$ cat config.mk
export PLATFORM = sky130hd
export DESIGN_NAME = sha3_axis_padder_flat
export DESIGN_NICKNAME = d
export VERILOG_FILES = /design/src/rtl/sha3_axis_padder_if.sv /design/src/rtl/sha3_axis_padder.sv /design/src/flat_wrapper.sv
export SDC_FILE = /design/constraint.sdc
export NUM_CORES = 1
export LEC_CHECK = 0
export CORE_ASPECT_RATIO = 0.6
export CORE_MARGIN = 2
export CORE_UTILIZATION = 42
export CTS_BUF_LIST = sky130_fd_sc_hd__clkbuf_16
export DETAILED_ROUTE_END_ITERATION = 8
export PLACE_DENSITY = 0.8
export REMOVE_ABC_BUFFERS = 1
export SKIP_CTS_REPAIR_TIMING = 1
export SYNTH_ARGS = -nofsm -noshare
export SYNTH_HDL_FRONTEND = slang
export SYNTH_SLANG_ARGS = --single-unit
$ cat constraint.sdc
create_clock -name ACLK -period 4.74 [get_ports ACLK]
set_clock_uncertainty 0.05 [all_clocks]
set_input_delay 0.474 -clock ACLK [delete_from_list [all_inputs] [get_ports ACLK]]
set_output_delay 0.474 -clock ACLK [all_outputs]
set_load 0.01 [all_outputs]
$ cat src/rtl/sha3_axis_padder_if.sv
// Stream bundle around the SHA3 padder: message input, padded-block output and the per-message mode.
// slave is the padder's view; master is the upstream/downstream environment's view.
interface sha3_axis_padder_if #(
   parameter int DATA_WIDTH = 64
);
   logic [DATA_WIDTH-1:0]   s_tdata;
   logic [DATA_WIDTH/8-1:0] s_tkeep;
   logic                    s_tvalid;
   logic                    s_tlast;
   logic                    s_tready;
   logic [1:0]              mode;
   logic [DATA_WIDTH-1:0]   m_tdata;
   logic                    m_tvalid;
   logic                    m_tready;
   logic                    m_tlast;
   logic                    m_tid;
   logic [1:0]              m_tuser;

   modport slave (
      input  s_tdata, s_tkeep, s_tvalid, s_tlast, mode, m_tready,
      output s_tready, m_tdata, m_tvalid, m_tlast, m_tid, m_tuser
   );

   modport master (
      output s_tdata, s_tkeep, s_tvalid, s_tlast, mode, m_tready,
      input  s_tready, m_tdata, m_tvalid, m_tlast, m_tid, m_tuser
   );
endinterface

$ cat src/rtl/sha3_axis_padder.sv
// SHA3 front-end: cuts an AXI-Stream byte message into rate blocks and appends pad10*1 padding.
// Define PAD_KECCAK_LEGACY_EN to pad with the original Keccak byte 0x01 instead of SHA3's 0x06.
module sha3_axis_padder #(
   parameter int DATA_WIDTH = 64
) (
   input  logic              ACLK,
   input  logic              ARESETn,
   sha3_axis_padder_if.slave axis
);
   localparam int NB = DATA_WIDTH / 8;
   localparam int NW = $clog2(NB) + 1;
   localparam int CW = $clog2(1152 / DATA_WIDTH);

`ifdef PAD_KECCAK_LEGACY_EN
   localparam logic [7:0] PADB = 8'h01;
`else
   localparam logic [7:0] PADB = 8'h06;
`endif

   typedef enum logic [1:0] {
      S_DATA = 2'd0,
      S_PAD  = 2'd1,
      S_ZERO = 2'd2
   } state_t;

   state_t                state_q, state_d;
   logic [CW-1:0]         wcnt_q, wcnt_d;
   logic                  first_q, first_d;
   logic [DATA_WIDTH-1:0] data_q, data_d;
   logic                  valid_q, valid_d;
   logic                  last_q, last_d;
   logic                  tid_q, tid_d;
   logic [1:0]            user_q, user_d;

   logic [1:0]            eff_mode;
   logic [CW-1:0]         wpb_last;
   logic                  blk_end;
   logic                  load;
   logic                  s_ready;
   logic                  accept;
   logic                  emit;
   logic                  last_partial;
   logic                  fin;
   logic [NW-1:0]         keep_cnt;
   logic [DATA_WIDTH-1:0] pad_word;
   logic [DATA_WIDTH-1:0] tail_word;

   // The first beat of a message sees the live mode; every later word uses the latched copy.
   assign eff_mode = first_q ? axis.mode : user_q;

   always_comb begin
      case (eff_mode)
         2'd0:    wpb_last = CW'(1152 / DATA_WIDTH - 1);
         2'd1:    wpb_last = CW'(1088 / DATA_WIDTH - 1);
         2'd2:    wpb_last = CW'(832 / DATA_WIDTH - 1);
         default: wpb_last = CW'(576 / DATA_WIDTH - 1);
      endcase
   end

   assign blk_end = (wcnt_q == wpb_last);
   assign load    = ~valid_q | axis.m_tready;
   assign s_ready = ARESETn & (state_q == S_DATA) & load;
   assign accept  = axis.s_tvalid & s_ready;
   assign emit    = (state_q == S_DATA) ? accept : load;

   always_comb begin
      keep_cnt = '0;
      for (int k = 0; k < NB; k++) begin
         keep_cnt = keep_cnt + NW'(axis.s_tkeep[k]);
      end
   end

   assign last_partial = (keep_cnt != NW'(NB));

   // tkeep is contiguous from byte 0, so its popcount is the index of the pad byte.
   genvar gi;
   generate
      for (gi = 0; gi < NB; gi++) begin : g_byte
         localparam logic [NW-1:0] IDX    = NW'(gi);
         localparam bit            IS_LOW = (gi == 0);
         localparam bit            IS_TOP = (gi == NB - 1);
         logic [7:0] top_bits;

         assign top_bits = (IS_TOP && blk_end) ? 8'h80 : 8'h00;
         assign pad_word[8*gi +: 8] =
            ((IDX < keep_cnt) ? axis.s_tdata[8*gi +: 8] :
             (IDX == keep_cnt) ? PADB : 8'h00) | top_bits;
         assign tail_word[8*gi +: 8] =
            ((IS_LOW && state_q == S_PAD) ? PADB : 8'h00) | top_bits;
      end
   endgenerate

   always_ff @(posedge ACLK) begin
      if (!ARESETn) begin
         state_q <= S_DATA;
         wcnt_q  <= '0;
         first_q <= 1'b1;
         data_q  <= '0;
         valid_q <= 1'b0;
         last_q  <= 1'b0;
         tid_q   <= 1'b0;
         user_q  <= 2'd0;
      end else begin
         state_q <= state_d;
         wcnt_q  <= wcnt_d;
         first_q <= first_d;
         data_q  <= data_d;
         valid_q <= valid_d;
         last_q  <= last_d;
         tid_q   <= tid_d;
         user_q  <= user_d;
      end
   end

   always_comb begin
      state_d = state_q;
      case (state_q)
         S_DATA: begin
            if (accept && axis.s_tlast) begin
               if (!last_partial) begin
                  state_d = S_PAD;
               end else if (!blk_end) begin
                  state_d = S_ZERO;
               end
            end
         end
         S_PAD: begin
            if (load) begin
               state_d = blk_end ? S_DATA : S_ZERO;
            end
         end
         S_ZERO: begin
            if (load && blk_end) begin
               state_d = S_DATA;
            end
         end
         default: state_d = S_DATA;
      endcase
   end

   always_comb begin
      data_d  = data_q;
      last_d  = last_q;
      tid_d   = tid_q;
      user_d  = user_q;
      wcnt_d  = wcnt_q;
      first_d = first_q;
      valid_d = valid_q & ~axis.m_tready;
      fin     = 1'b0;
      if (emit) begin
         valid_d = 1'b1;
         user_d  = eff_mode;
         last_d  = blk_end;
         wcnt_d  = blk_end ? '0 : wcnt_q + 1'b1;
         if (state_q == S_DATA && !(axis.s_tlast && last_partial)) begin
            data_d = axis.s_tdata;
         end else if (state_q == S_DATA) begin
            data_d = pad_word;
            fin    = blk_end;
         end else begin
            data_d = tail_word;
            fin    = blk_end;
         end
         tid_d   = fin;
         first_d = fin;
      end
   end

   assign axis.s_tready = s_ready;
   assign axis.m_tdata  = data_q;
   assign axis.m_tvalid = valid_q;
   assign axis.m_tlast  = last_q;
   assign axis.m_tid    = tid_q;
   assign axis.m_tuser  = user_q;
endmodule
$ cat src/flat_wrapper.sv
// flat-port wrapper written by rule: the top's interface ports become plain ports
module sha3_axis_padder_flat 
#(
   parameter int DATA_WIDTH = 64
)
  (ACLK, ARESETn, axis_s_tdata, axis_s_tkeep, axis_s_tvalid, axis_s_tlast, axis_mode, axis_m_tready, axis_s_tready, axis_m_tdata, axis_m_tvalid, axis_m_tlast, axis_m_tid, axis_m_tuser);
  sha3_axis_padder_if #(.DATA_WIDTH(DATA_WIDTH)) axis_i ();
  input  logic ACLK;
  input  logic ARESETn;
  input wire logic [$bits(axis_i.s_tdata)-1:0] axis_s_tdata;
  input wire logic [$bits(axis_i.s_tkeep)-1:0] axis_s_tkeep;
  input wire logic [$bits(axis_i.s_tvalid)-1:0] axis_s_tvalid;
  input wire logic [$bits(axis_i.s_tlast)-1:0] axis_s_tlast;
  input wire logic [$bits(axis_i.mode)-1:0] axis_mode;
  input wire logic [$bits(axis_i.m_tready)-1:0] axis_m_tready;
  output wire logic [$bits(axis_i.s_tready)-1:0] axis_s_tready;
  output wire logic [$bits(axis_i.m_tdata)-1:0] axis_m_tdata;
  output wire logic [$bits(axis_i.m_tvalid)-1:0] axis_m_tvalid;
  output wire logic [$bits(axis_i.m_tlast)-1:0] axis_m_tlast;
  output wire logic [$bits(axis_i.m_tid)-1:0] axis_m_tid;
  output wire logic [$bits(axis_i.m_tuser)-1:0] axis_m_tuser;
  assign axis_i.s_tdata = axis_s_tdata;
  assign axis_i.s_tkeep = axis_s_tkeep;
  assign axis_i.s_tvalid = axis_s_tvalid;
  assign axis_i.s_tlast = axis_s_tlast;
  assign axis_i.mode = axis_mode;
  assign axis_i.m_tready = axis_m_tready;
  assign axis_s_tready = axis_i.s_tready;
  assign axis_m_tdata = axis_i.m_tdata;
  assign axis_m_tvalid = axis_i.m_tvalid;
  assign axis_m_tlast = axis_i.m_tlast;
  assign axis_m_tid = axis_i.m_tid;
  assign axis_m_tuser = axis_i.m_tuser;
  sha3_axis_padder #(.DATA_WIDTH(DATA_WIDTH)) u_core (.ACLK(ACLK), .ARESETn(ARESETn), .axis(axis_i));
endmodule
==> impl_summary.log <==
INFO  metric status = finished clean
INFO  metric dr.pass1.iters = 4
INFO  metric num_vias = roughly 3000
INFO  metric final_period_minus_worst_setup_slack = around 4 ns
INFO  metric netlist_instances = 339
INFO  metric critical_path.cell_chain = clkdlybuf4s50_1, ha_1, inv_1, fa_1, fa_1, fa_1, fa_1, and4b_1, o21a_1, o21ai_0, nand3_2, nand3_1
INFO  metric critical_path_end = u_core.first_q$_SDFFE_PN1P_
INFO  metric timing.critical_path.mode_cell = fa_1
INFO  metric critical-path-top-delay-family = adder cells
INFO  metric synth_warnings = 0
INFO  metric power.leakage = around 1.9 nW
INFO  metric setup_ws = roughly 0.69 ns
INFO  metric timing.setup.tns = 0 ns
INFO  metric final_antenna_violating_net_count = 0
INFO  metric cts_root_buf = clkbuf_16
INFO  metric synth_compound_gate_area_share = 25.1%
INFO  metric synth.area.mux_share = 1.49%
INFO  metric worstPathRequired = around 4.9 ns
INFO  metric mappedNetlistArea = 0.00336 mm2
INFO  metric worst-setup-path-type = in -> reg
INFO  metric remaining_drc_errors = 0
INFO  metric fmax = 247 MHz
INFO  metric gpl.final_weighted_congestion = roughly 0.81
INFO  metric detailed_place_hpwl = ~6800 um
INFO  metric synth_simple_gate_area_share = a little under a fifth
INFO  metric io_buffers = between 100 and 150
INFO  metric rrSetupSlack = roughly 2.6 ns
INFO  metric post_synth_fa_ha_maj_area_fraction = just under 4%
INFO  metric cts.htree.levels = 3
INFO  metric timing.critical_path.depth = 12
INFO  metric worst_setup_path_end_kind = flip-flop
INFO  metric critical_path.reg2reg.startpoint = u_core.state_q[0]$_SDFFE_PN0P_
INFO  metric timing.slew.headroom = roughly 38%
INFO  metric detail_route.vias_per_cell = 5.19
INFO  metric preCtsSetupSlack = 0.335 ns
INFO  metric ys_dominant_reg_cell = dfxtp_1
INFO  metric seq_area_frac_synth = between 40% and 50%
INFO  metric grt_max_degree = between 60 and 70
INFO  metric drt_wl_total = between 9000 and 10000 um
INFO  metric clockBufferDepth = 2
INFO  metric floorplan.io_pins = 149
INFO  metric die_outline_area = 0.00874 mm2
INFO  metric post_synthesis_xor_xnor_area_fraction = 1.01%
INFO  metric power-per-cell-area = roughly 350 mW/mm2
INFO  metric rsz0062_at_grt = false
INFO  metric vias_in_the_first_global_route = 3023
INFO  metric groute.usage.overall = 22.2%
INFO  metric floorplan.initialDensity = 42.9%
INFO  metric maxCapViolCount = 0
INFO  metric final_util = between 60% and 70%
INFO  metric gr-total-overflow = 0
INFO  metric drive_above_1_share = 7.19%
INFO  metric dr_iter_0_viols = 150
INFO  metric numCtsBuffers = 9
INFO  metric core_area = ~0.008 mm2
INFO  metric path_clk_slew = roughly 0.060 ns
INFO  metric cp.arrival = ~4.2 ns
INFO  metric final-max-slew-violation-count = 0
INFO  metric final_cell_mix = clkdlybuf4s50_1, dfxtp_1, nor2b_1, a22oi_1, nand2_1
INFO  metric final_common_cell = clkdlybuf4s50_1
INFO  metric post_synthesis_cell_type_count = 54
INFO  metric stage_delay_of_the_slowest_cell_on_the_critical_path = between 0.6 and 0.7 ns
INFO  metric postSynthRegisterBits = between 70 and 80
INFO  metric worst-path-buf-inv = 2
INFO  metric fin_nets = 570
INFO  metric num_antenna_cells = 0
INFO  metric synthArstFlopShare = 0%
INFO  metric worst-slew-pin-transition = ~0.9 ns
INFO  metric clock_latency = between 0.3 and 0.4 ns
INFO  metric cts_tree = yes
INFO  metric clock-sinks = 77
INFO  metric timing.critical_path.from_type = primary input
INFO  metric worst_r2r_path_depth = 6
INFO  metric dieWidth = around 120 um
INFO  metric min_delay_path_class = reg -> reg
INFO  metric min_period_over_period = between 80 and 90%
INFO  metric vdd_drop_max = a little over 0.2 mV
INFO  metric cp_max_fo = 8
INFO  metric grt_pass1_wl = roughly 15000 um
INFO  metric regToRegEndpoint = u_core.axis.m_tdata[29]$_SDFFE_PN0P_
INFO  metric die_h = approximately 73 um
INFO  metric syn2layout_area_growth = 54.7%
INFO  metric report.final.hold_viol_count = 0
INFO  metric std_cell_rows = 25
INFO  metric crit_path_start = axis_s_tkeep[1]
INFO  metric edff_count_synth = 0
INFO  metric wl_cell = between 15 and 20 um
INFO  metric setup_viol = 0
INFO  metric synth_top_family_by_area = compound AO/OA/AOI/OAI gates
INFO  metric syn_area_per_cell = 9.90 um2
INFO  metric cp_slowest_cell = fa_1
INFO  metric antenna_found_initial = 0
## worst min-delay path, delay by kind of cell (launching register included)
| kind | cells | cell delay [ns] |
|---|---|---|
| flops | 1 | 0.30 |
| simple gates | 1 | 0.05 |
| compound gates | 1 | 0.05 |
## cell usage after synthesis (all sizes together), types with 5 or more instances
cell type,number,area (um2)
nand2,23,88.8
and3,5,31.3
o21ai,18,93.8
nor2,10,37.5
buf,7,37.5
a21oi,9,48.8
dfxtp,77,1540
nor2b,39,244
mux2i,5,50.1
clkbuf,11,41.3
a22o,12,105
nand3,12,70.1
a21boi,8,60.1
a22oi,35,263
inv,12,45.0
## metal layers
metal / track usage (%) / up-vias / wire (um)
met5: 0 / - / 0
li1: - / 1513 / -
met1: 27.1 / 1455 / 3970
met2: 34.8 / 111 / 4210
met3: 11.2 / 12 / 926
met4: 6.93 / 0 / 119
## flip-flops by register name, summed over array words and instances (netlist names)
register / cells
u_core.axis.m_tuser: 2
u_core.first_q: 1
u_core.axis.m_tdata: 64
u_core.state_q: 2
u_core.axis.m_tvalid: 1
u_core.axis.m_tid: 1
u_core.axis.m_tlast: 1
u_core.wcnt_q: 5
## layout make-up
cell class | count | area (um2)
Clock buffer | 9 | 225
Inverter | 12 | 45.0
Clock inverter | 6 | 55.1
Tap cell | 108 | 135
Sequential cell | 77 | 1540
Fill cell | 655 | 2630
Timing Repair Buffer | 151 | 1500
Multi-Input combinational cell | 232 | 1690
## worst min path at each step
| stage | startpoint | depth (start not counted) | end |
|---|---|---|---|
| after floorplan | u_core.axis.m_tdata[41]$_SDFFE_PN0P_ | 2 | u_core.axis.m_tdata[41]$_SDFFE_PN0P_ |
| after global placement | u_core.axis.m_tdata[25]$_SDFFE_PN0P_ | 2 | u_core.axis.m_tdata[25]$_SDFFE_PN0P_ |
| after detailed placement | u_core.axis.m_tdata[42]$_SDFFE_PN0P_ | 2 | u_core.axis.m_tdata[42]$_SDFFE_PN0P_ |
| after CTS | u_core.axis.m_tdata[42]$_SDFFE_PN0P_ | 2 | u_core.axis.m_tdata[42]$_SDFFE_PN0P_ |
| after global routing | u_core.axis.m_tdata[42]$_SDFFE_PN0P_ | 2 | u_core.axis.m_tdata[42]$_SDFFE_PN0P_ |
| final | u_core.axis.m_tdata[42]$_SDFFE_PN0P_ | 2 | u_core.axis.m_tdata[42]$_SDFFE_PN0P_ |
## power breakdown
part	leakage, nW	switching [W]	internal (W)
Combinational	1.15	0.000209	0.000221
Sequential	0.629	0.0000277	0.000695
Clock	0.136	0.000256	0.000399
Total	1.91	0.000492	0.00131
## through the flow
| stage | total power, W | instances | hold slack [ns] | cell area, um2 |
|---|---|---|---|---|
| finish | 0.00181 | 595 | 0.397 | 5190 |
| global route | 0.00190 | 595 | 0.420 | 5190 |
| CTS | 0.00183 | 595 | 0.400 | 5190 |
| detailed placement | 0.00116 | 580 | 0.391 | 4910 |
| global placement | 0.00115 | 580 | 0.390 | 4910 |
| floorplan | 0.000947 | 321 | 0.425 | 3280 |
## cells by family after synthesis
group | after synthesis
buffers and inverters | 30
AOI/OAI and AO/OA | 105
adders and majority gates | 8
muxes | 5
DFF | 77
and+or+nand+nor | 111
xor gates and xnor gates | 3
(Power assumes the default switching activity.)
